$ cat src/rtl/button_event_decoder.sv
// -----------------------------------------------------------------------------
// button_event_decoder
//   Turns a clean, debounced button level into one-cycle event pulses for menu
//   and control logic: press, release, short click, long press and auto-repeat
//   while the button stays held.
//
//   State table
//     state    | meaning
//     ---------+---------------------------------------------------------------
//     ST_IDLE  | button released, hold timer parked at 0
//     ST_SHORT | button held for less than LONG_CYCLES; release here is a click
//     ST_LONG  | long press recognised; repeat_pulse every REPEAT_CYCLES
//
// Ports
//   clk            in   system clock, all logic on posedge
//   rst_n          in   asynchronous active-low reset
//   btn_level      in   debounced button level, synchronous to clk, 1 = pressed
//   held           out  1 while state != ST_IDLE
//   press_pulse    out  one cycle on pressed edge
//   release_pulse  out  one cycle on released edge
//   click_pulse    out  one cycle on release from ST_SHORT
//   long_pulse     out  one cycle when the hold reaches LONG_CYCLES
//   repeat_pulse   out  one cycle every REPEAT_CYCLES while in ST_LONG
// -----------------------------------------------------------------------------
module button_event_decoder #(
    parameter int LONG_CYCLES   = 50_000_000,
    parameter int REPEAT_CYCLES = 10_000_000,
    parameter int CNT_W         = 26
) (
    input  logic clk,
    input  logic rst_n,
    input  logic btn_level,
    output logic held,
    output logic press_pulse,
    output logic release_pulse,
    output logic click_pulse,
    output logic long_pulse,
    output logic repeat_pulse
);

    typedef enum logic [1:0] {
        ST_IDLE  = 2'd0,
        ST_SHORT = 2'd1,
        ST_LONG  = 2'd2
    } state_t;

    localparam logic [CNT_W-1:0] LONG_TC   = CNT_W'(LONG_CYCLES - 1);
    localparam logic [CNT_W-1:0] REPEAT_TC = CNT_W'(REPEAT_CYCLES - 1);
    localparam logic [CNT_W-1:0] CNT_ONE   = CNT_W'(1);

    state_t           r_state;
    logic             r_btn_q;
    logic [CNT_W-1:0] r_cnt;

    logic w_rise;
    logic w_fall;

    assign w_rise = btn_level & ~r_btn_q;
    assign w_fall = ~btn_level & r_btn_q;

    always_ff @(posedge clk or negedge rst_n) begin
        if (!rst_n) begin
            r_state       <= ST_IDLE;
            r_btn_q       <= 1'b0;
            r_cnt         <= '0;
            held          <= 1'b0;
            press_pulse   <= 1'b0;
            release_pulse <= 1'b0;
            click_pulse   <= 1'b0;
            long_pulse    <= 1'b0;
            repeat_pulse  <= 1'b0;
        end else begin
            r_btn_q       <= btn_level;
            press_pulse   <= 1'b0;
            release_pulse <= 1'b0;
            click_pulse   <= 1'b0;
            long_pulse    <= 1'b0;
            repeat_pulse  <= 1'b0;

            case (r_state)
                ST_IDLE: begin
                    r_cnt <= '0;
                    if (w_rise) begin
                        r_state     <= ST_SHORT;
                        held        <= 1'b1;
                        press_pulse <= 1'b1;
                    end
                end

                // A release landing on the terminal count beats the long press.
                ST_SHORT: begin
                    if (w_fall) begin
                        r_state       <= ST_IDLE;
                        held          <= 1'b0;
                        release_pulse <= 1'b1;
                        click_pulse   <= 1'b1;
                        r_cnt         <= '0;
                    end else if (r_cnt == LONG_TC) begin
                        r_state    <= ST_LONG;
                        long_pulse <= 1'b1;
                        r_cnt      <= '0;
                    end else begin
                        r_cnt <= r_cnt + CNT_ONE;
                    end
                end

                ST_LONG: begin
                    if (w_fall) begin
                        r_state       <= ST_IDLE;
                        held          <= 1'b0;
                        release_pulse <= 1'b1;
                        r_cnt         <= '0;
                    end else if (r_cnt == REPEAT_TC) begin
                        repeat_pulse <= 1'b1;
                        r_cnt        <= '0;
                    end else begin
                        r_cnt <= r_cnt + CNT_ONE;
                    end
                end

                default: begin
                    r_state <= ST_IDLE;
                    held    <= 1'b0;
                    r_cnt   <= '0;
                end
            endcase
        end
    end

endmodule

$ cat config.mk
export PLATFORM = sky130hd
export DESIGN_NAME = button_event_decoder
export DESIGN_NICKNAME = d
export VERILOG_FILES = /design/src/rtl/button_event_decoder.sv
export SDC_FILE = /design/constraint.sdc
export NUM_CORES = 1
export LEC_CHECK = 0
export CAP_MARGIN = 10
export CELL_PAD_IN_SITES_DETAIL_PLACEMENT = 1
export CELL_PAD_IN_SITES_GLOBAL_PLACEMENT = 2
export CORE_ASPECT_RATIO = 1.75
export CORE_MARGIN = 4
export CORE_UTILIZATION = 45
export CTS_BUF_LIST = sky130_fd_sc_hd__clkbuf_4 sky130_fd_sc_hd__clkbuf_8
export CTS_CLUSTER_SIZE = 28
export DETAILED_ROUTE_END_ITERATION = 7
export GPL_TIMING_DRIVEN = 0
export PLACE_DENSITY = 0.83
export SKIP_CTS_REPAIR_TIMING = 1
export SLEW_MARGIN = 25
export SYNTH_ARGS = -nofsm -noshare
export SYNTH_HDL_FRONTEND = slang
export SYNTH_SLANG_ARGS = --single-unit
$ cat constraint.sdc
create_clock -name clk -period 4.9 [get_ports clk]
set_input_delay 0.98 -clock clk [delete_from_list [all_inputs] [get_ports clk]]
set_output_delay 0.98 -clock clk [all_outputs]
set_load 0.02 [all_outputs]
* Yosys cells after proc, flatten, opt, wreduce, memory -nomap -nowiden
Index checks and enable logic that the tools add are counted.
Widths: inputs -> output; s select.
** Word-level totals
- Register bits after elaboration :: 35
- Input port bits :: 3
- Output and inout port bits :: 6
- Word-level logic and storage cells :: 50
** Operators by class
- $add $sub $neg :: 1
- Eq/ne operators :: 8
- Multiplexer cells :: 24
- Bitwise operators :: 4
- Reductions and logical operators :: 4
** Operator list (count)
- $mux 26 :: 4
- $pmux 26 s2 :: 1
- $add 26x1->26 const B :: 1
- $eq 26x24->1 const B :: 1
- $eq 26x26->1 const B :: 1
- $mux 1 :: 13
- $mux 2 :: 4
- $pmux 2 s3 :: 1
- $ne 2x2->1 const B :: 2
- $ne 3x3->1 const B :: 1
- $reduce_and 3->1 :: 1
- $and 1x1->1 :: 2
- $eq 2x1->1 const B :: 1
- $eq 2x2->1 const B :: 1
- $logic_not 2->1 :: 1
- $ne 2x1->1 const B :: 1
- $not 1->1 :: 2
- $pmux 1 s2 :: 1
- $reduce_and 2->1 :: 1
- $reduce_or 2->1 :: 1

* Depth between registers and ports, before layout
- Depth after elaboration :: 4
- Depth in mapped cells :: 8
- Depth with buffers taken out :: 6

* Worst setup path after synthesis
No wires, ideal clock.
- Path kind :: in2reg
- Start :: in btn_level
- End :: reg r_cnt[13]
- Library setup time :: 0.094 ns
- Arrival :: 1.964 ns
- Required time :: 4.806 ns
- Setup slack :: 2.842 ns
- Cell stages on the path :: 6
- Buffers on the path :: 2
- Cell sequence :: nand2b_1 -> nand2_1 -> a41o_1 -> buf_6 -> buf_8 -> a221oi_2
** On the way
- Longest elaborated chain between the ends :: 4
- Elaborated cells between the ends (all ways) :: 5
- Those cells by class :: mux: 3; bitwise: 2
** RTL lines
- start, declared :: line 32 : input logic btn_level,
- $not 1->1 (*) :: line 59 : assign w_fall = ~btn_level & r_btn_q;
- $and 1x1->1 (*) :: line 59
- $mux 26, on equally long branches :: line 108, 92
- $pmux 26 s2 (*) :: line 80 : case (r_state)
- end signal, assigned :: line 103 : r_cnt <= r_cnt + CNT_ONE;
- end signal, assigned :: line 117 : r_cnt <= r_cnt + CNT_ONE;
- end, declared :: line 53 : logic [CNT_W-1:0] r_cnt;
Every way passes the cells marked *; elsewhere a longest branch is shown, timed or not.
A chain may end at the register's enable or synchronous reset.

* Final worst setup path
- Start :: in btn_level
- End :: reg r_cnt[23]
The elaborated chain is that of the path after synthesis.

==> flow_summary.json <==
{
  "firstDrtPassIters": 4,
  "p_switching_w": 0.000254,
  "fin_crit_sh": 0.524,
  "drc": 0,
  "synth_top_area_frac": 0.420,
  "insertion_delay_ps": 290,
  "grt_pass1_wl_um": 9760,
  "powerDensity_nw_per_um2": 313,
  "clockRootBuffer": "clkbuf_8",
  "arrival_ps": 2760,
  "die_h_um": 98.1,
  "cp-start-kind": "input pin",
  "n_antenna_cell": 0,
  "grt_pass1_vias": 1929,
  "synth_flop_cell": "dfrtp_1",
  "async_reset_ff_frac": 1.00,
  "peakVddDrop_uv": 199,
  "area_growth_syn_to_layout_pct": 11.3,
  "crit_slowest_cell": "clkdlybuf4s50_1",
  "gp_congestion": 0.773,
  "nFillCells": 514,
  "setup_viol": 0,
  "ys_types": 47,
  "layout_commonest_cell": "dfrtp_1",
  "netlist_area_sq_um": 2090,
  "hold_viol": 0,
  "cts_tree": "yes",
  "yosys_warnings": 0,
  "synth_seq_cells": 35,
  "fin_util": 0.523,
  "cts_made_buffers": 5,
  "period_needed_ps": 2570,
  "final_layout_size_suffix_gt1_frac": 0.170,
  "synthesis.nets": 204,
  "grt.total_usage": 0.219,
  "wl_per_cell_um": 21.6,
  "post-dp-hpwl_um": 4250,
  "cts_max_level": 2,
  "crit_fanout": 10,
  "synth_top_area_cell": "dfrtp_1",
  "pwr-share-comb": 0.294,
  "rsz0062_at_grt": "false",
  "reg2reg_setup_slack_ps": 2620,
  "synthTopCellsByArea": "dfrtp_1, a221oi_2, xor2_1",
  "ant_nets": 0,
  "antenna_found_initial": 0,
  "maxClockFrequency_ghz": 0.389,
  "pin_count": 9,
  "viasPerCell": 6.49,
  "synth_cells": 197,
  "clkTransAtPathRegs_ps": 70,
  "path_cells": "clkdlybuf4s50_1, nand2b_1, nand2_1, a41o_1, buf_6, buf_8, a221oi_2",
  "critPathKind": "in2reg",
  "tightest_slew_ps": 744,
  "drt_iter0_markers": 32,
  "io_buffer_count": 8,
  "drv_cap": 0,
  "core_region_area_sq_um": 4440,
  "fin_nets": 220,
  "slew-limit-headroom": 0.504,
  "die-area_sq_um": 5830,
  "min_path_type": "reg2reg",
  "internal_power_w": 0.000474,
  "p_leak_nw": 0.872,
  "grt.overflow.total": 0,
  "die_w_um": 59.5,
  "setup_tns_ps": 0,
  "initial_utilization": 0.470,
  "seq_area_frac_synth": 0.420,
  "fp-row-count": 32,
  "clock_sinks": 35,
  "outcome": "completed",
  "grt_max_degree": 26,
  "avgSynthCellArea_sq_um": 10.6,
  "power.clock.fraction": 0.276,
  "worstSetupEndpointType": "flip-flop",
  "cts_buffer_depth": 2,
  "drv_slew": 0,
  "power.share.sequential": 0.429,
  "p_sw_frac": 0.349,
  "layout_common_cells": "dfrtp_1, nand2_1, a211oi_1",
  "finalWirelength_um": 5690,
  "synth-edff-count": 0,
  "finClkSkew_ps": 8.50,
  "num_vias": 1707,
  "cp.required_ps": 5090,
  "slowest_delay_ps": 530
}
worst max-delay path: cells and delay by family:
kind / cells / cell delay (ps)
and+or+nand+nor: 2 / 460
AOI/OAI and AO/OA: 2 / 490
buffers and inverters: 3 / 820
stage by stage:
step,hold slack [ps],setup WS [ps],area (sq um),instances,total power (W)
global placement,467,2070,2230,256,0.000521
floorplan,432,2840,2090,197,0.000458
detailed placement,485,2010,2250,257,0.000536
CTS,498,2310,2320,263,0.000738
finish,494,2330,2320,263,0.000728
global route,515,2230,2320,263,0.000770
final cells by class:
| cell class | instances | area, sq um | share of cell area |
|---|---|---|---|
| clock buffers | 6 | 76.3 | 0.0329 |
| multi-input cells | 140 | 1060 | 0.456 |
| inverters | 8 | 30.0 | 0.0129 |
| flip-flops and latches | 35 | 876 | 0.377 |
| well taps | 51 | 63.8 | 0.0275 |
| repair buffers | 9 | 95.1 | 0.0409 |
| plain buffers | 14 | 121 | 0.0523 |
worst paths after layout:
kind	from	endpoint	cells past startpoint
min	r_btn_q	press_pulse	1
min reg2reg	r_btn_q	press_pulse	1
min in group asynchronous	rst_n	r_cnt[25]	1
max reg2reg	r_cnt[0]	r_cnt[13]	8
max	btn_level	r_cnt[23]	7
max in group asynchronous	rst_n	r_cnt[12]	2
cell families (layout without fill, tap and decap cells):
family	after synthesis	count (layout)	share of synthesized area
buffers and inverters	22	37	0.0725
AOI/OAI and AO/OA	51	51	0.210
xor gates and xnor gates	11	11	0.0462
DFF	35	35	0.420
and+or+nand+nor	74	74	0.227
adders and majority gates	4	4	0.0240
synth_stat cells, drive strengths merged (4+ instances only):
cell / number
or3: 8
ha: 4
buf: 10
inv: 7
a221oi: 13
o21ai: 7
dfrtp: 35
and4: 4
xor2: 9
or4: 6
nand4: 11
nand2: 14
clkbuf: 4
o31ai: 6
nor2: 7
a211oi: 13
nand3: 9
power groups by stage:
stage / registers, W / logic (W) / clock network (W)
after CTS: 0.000313 / 0.000218 / 0.000207
after floorplan: 0.000325 / 0.000133 / 0
final: 0.000313 / 0.000214 / 0.000201
after detailed placement: 0.000318 / 0.000218 / 0
after global routing: 0.000314 / 0.000236 / 0.000220
after global placement: 0.000317 / 0.000204 / 0
routing by layer:
metal / up-vias / GRT usage / routed length (um)
li1: 787 / - / -
met1: 878 / 0.235 / 2120
met2: 25 / 0.398 / 3280
met3: 17 / 0.0331 / 102
met4: 0 / 0.0977 / 186
met5: - / 0 / 0
sequential cells by signal, indices dropped and copies added, names as in the netlist:
register and count:
release_pulse 1, r_state 2, held 1, repeat_pulse 1, long_pulse 1, r_cnt 26, click_pulse 1, press_pulse 1
r_btn_q 1
(Power assumes the default switching activity.)
==> patch, RTL diff (config.mk and constraints unchanged) <==
Encoding of `state_t`: now one-hot (3 bits for 3 states).
--- a/src/rtl/button_event_decoder.sv
+++ b/src/rtl/button_event_decoder.sv
@@ -38,10 +38,10 @@
     output logic repeat_pulse
 );
 
-    typedef enum logic [1:0] {
-        ST_IDLE  = 2'd0,
-        ST_SHORT = 2'd1,
-        ST_LONG  = 2'd2
+    typedef enum logic [2:0] {
+        ST_IDLE  = 3'b001,
+        ST_SHORT = 3'b010,
+        ST_LONG  = 3'b100
     } state_t;
 
     localparam logic [CNT_W-1:0] LONG_TC   = CNT_W'(LONG_CYCLES - 1);
Formal check against the unedited RTL: no difference found for any inputs over 10 cycles, from zero or initial values and one cycle with rst_n low; not proved beyond that.
==> patch against the unedited design <==
Worst setup slack worse by 170 ps; global-route usage is 0.35 points lower; count of clock-buffer cells in the layout is 1 lower; sequential cell count is 1 higher; highest routed layer unchanged; area after synthesis is 11% lower; wire length is 12% lower; final area is 7.9% lower; non-clock buffer count is 5 lower; critical path type unchanged.
Power is not compared: it rests on default switching activity, and its combinational part moved more than twofold at a synthesized area within 25%.
==> patch: results (changes against the unedited design) <==
[metrics] final routed wire length divided by cell count: 19.6 um (-9.4%)
[metrics] number of sequential storage elements: 36 (+2.9%)
[metrics] run status: complete, no violations
[metrics] sequential area share after synthesis: 0.484 (+0.0639)
[metrics] Inst Count DP: 247 (-3.9%)
[metrics] DRC violation total after the first TritonRoute iteration: 29 (-9.4%)
[metrics] top post-synthesis cells by count: 35 x dfrtp_1, 16 x a21oi_1, 11 x a22oi_1
[metrics] number of signal-net buffers in the layout: 18 (-22%)
[metrics] Fin Clk Skew: 5.82 ps (-2.68 ps)
[metrics] transition time of the tightest slew-check pin: 610 ps (-134 ps)
[metrics] Non-Clock Inverter Count: 5 (-3)
[metrics] R2R setup slack: 2320 ps (-300 ps)
[metrics] via count of the first global-routing pass: 1798 (-6.8%)
[metrics] total track usage: 0.215 (-0.00348)
[metrics] Hold Worst Slack: 495 ps (+1.31 ps)
[metrics] biggest cell delay along the critical path: 500 ps (-30 ps)
[metrics] maximum number of pins on one net before global-route repair: 20 (-23%)
[metrics] register share of the cell area: 0.422 (+0.0445)
[metrics] Hold Startpoint: r_cnt[0]
[metrics] Worst Reg-to-Reg Cells: 6 (-2)
[metrics] mean post-synth cell area: 9.82 um2 (-7.3%)
[metrics] number of tap instances: 48 (-5.9%)
[metrics] wire length of the first global-routing pass: 8810 um (-9.8%)
[metrics] clock tree cell share of total cell area: 0.0520 (+0.0192)
[metrics] Final Wtd Congestion: 0.789 (+2.0%)
[metrics] pre-CTS setup slack: 1850 ps (-163 ps)
[metrics] fraction of layout instances using a drive strength above 1: 0.101 (-0.0684)
patch: cell types whose count changed after synthesis, moves of 4 or more:
cell,change
nand2_1,-5
a21oi_1,+13
nor3_1,+8
nor3b_1,+4
xor2_1,-5
a22oi_1,+10
a211oi_1,-9
xnor2_1,+8
a221oi_2,-7
a221oi_1,-6
patch: metal layers:
layer / track usage / up-vias / routed length, um
met4: 0.105 / 0 / 168
met1: 0.216 / 836 / 1830
li1: - / 741 / -
met3: 0.0304 / 12 / 97
met2: 0.417 / 26 / 2900
met5: 0 / - / 0
patch: cell families (layout without fill, tap and decap cells):
family,count (synthesis),count (layout),synth area share
and+or+nand+nor,80,80,0.266
AOI/OAI and AO/OA,45,45,0.144
DFF,36,36,0.484
xor gates and xnor gates,14,14,0.0657
buffers and inverters,14,31,0.0335
adders and majority gates,1,1,0.00671
patch: worst max-delay path: cells and delay by family:
family / cells / cell delay [ps]
buf+inv: 2 / 940
compound gates: 2 / 500
simple gates: 2 / 470
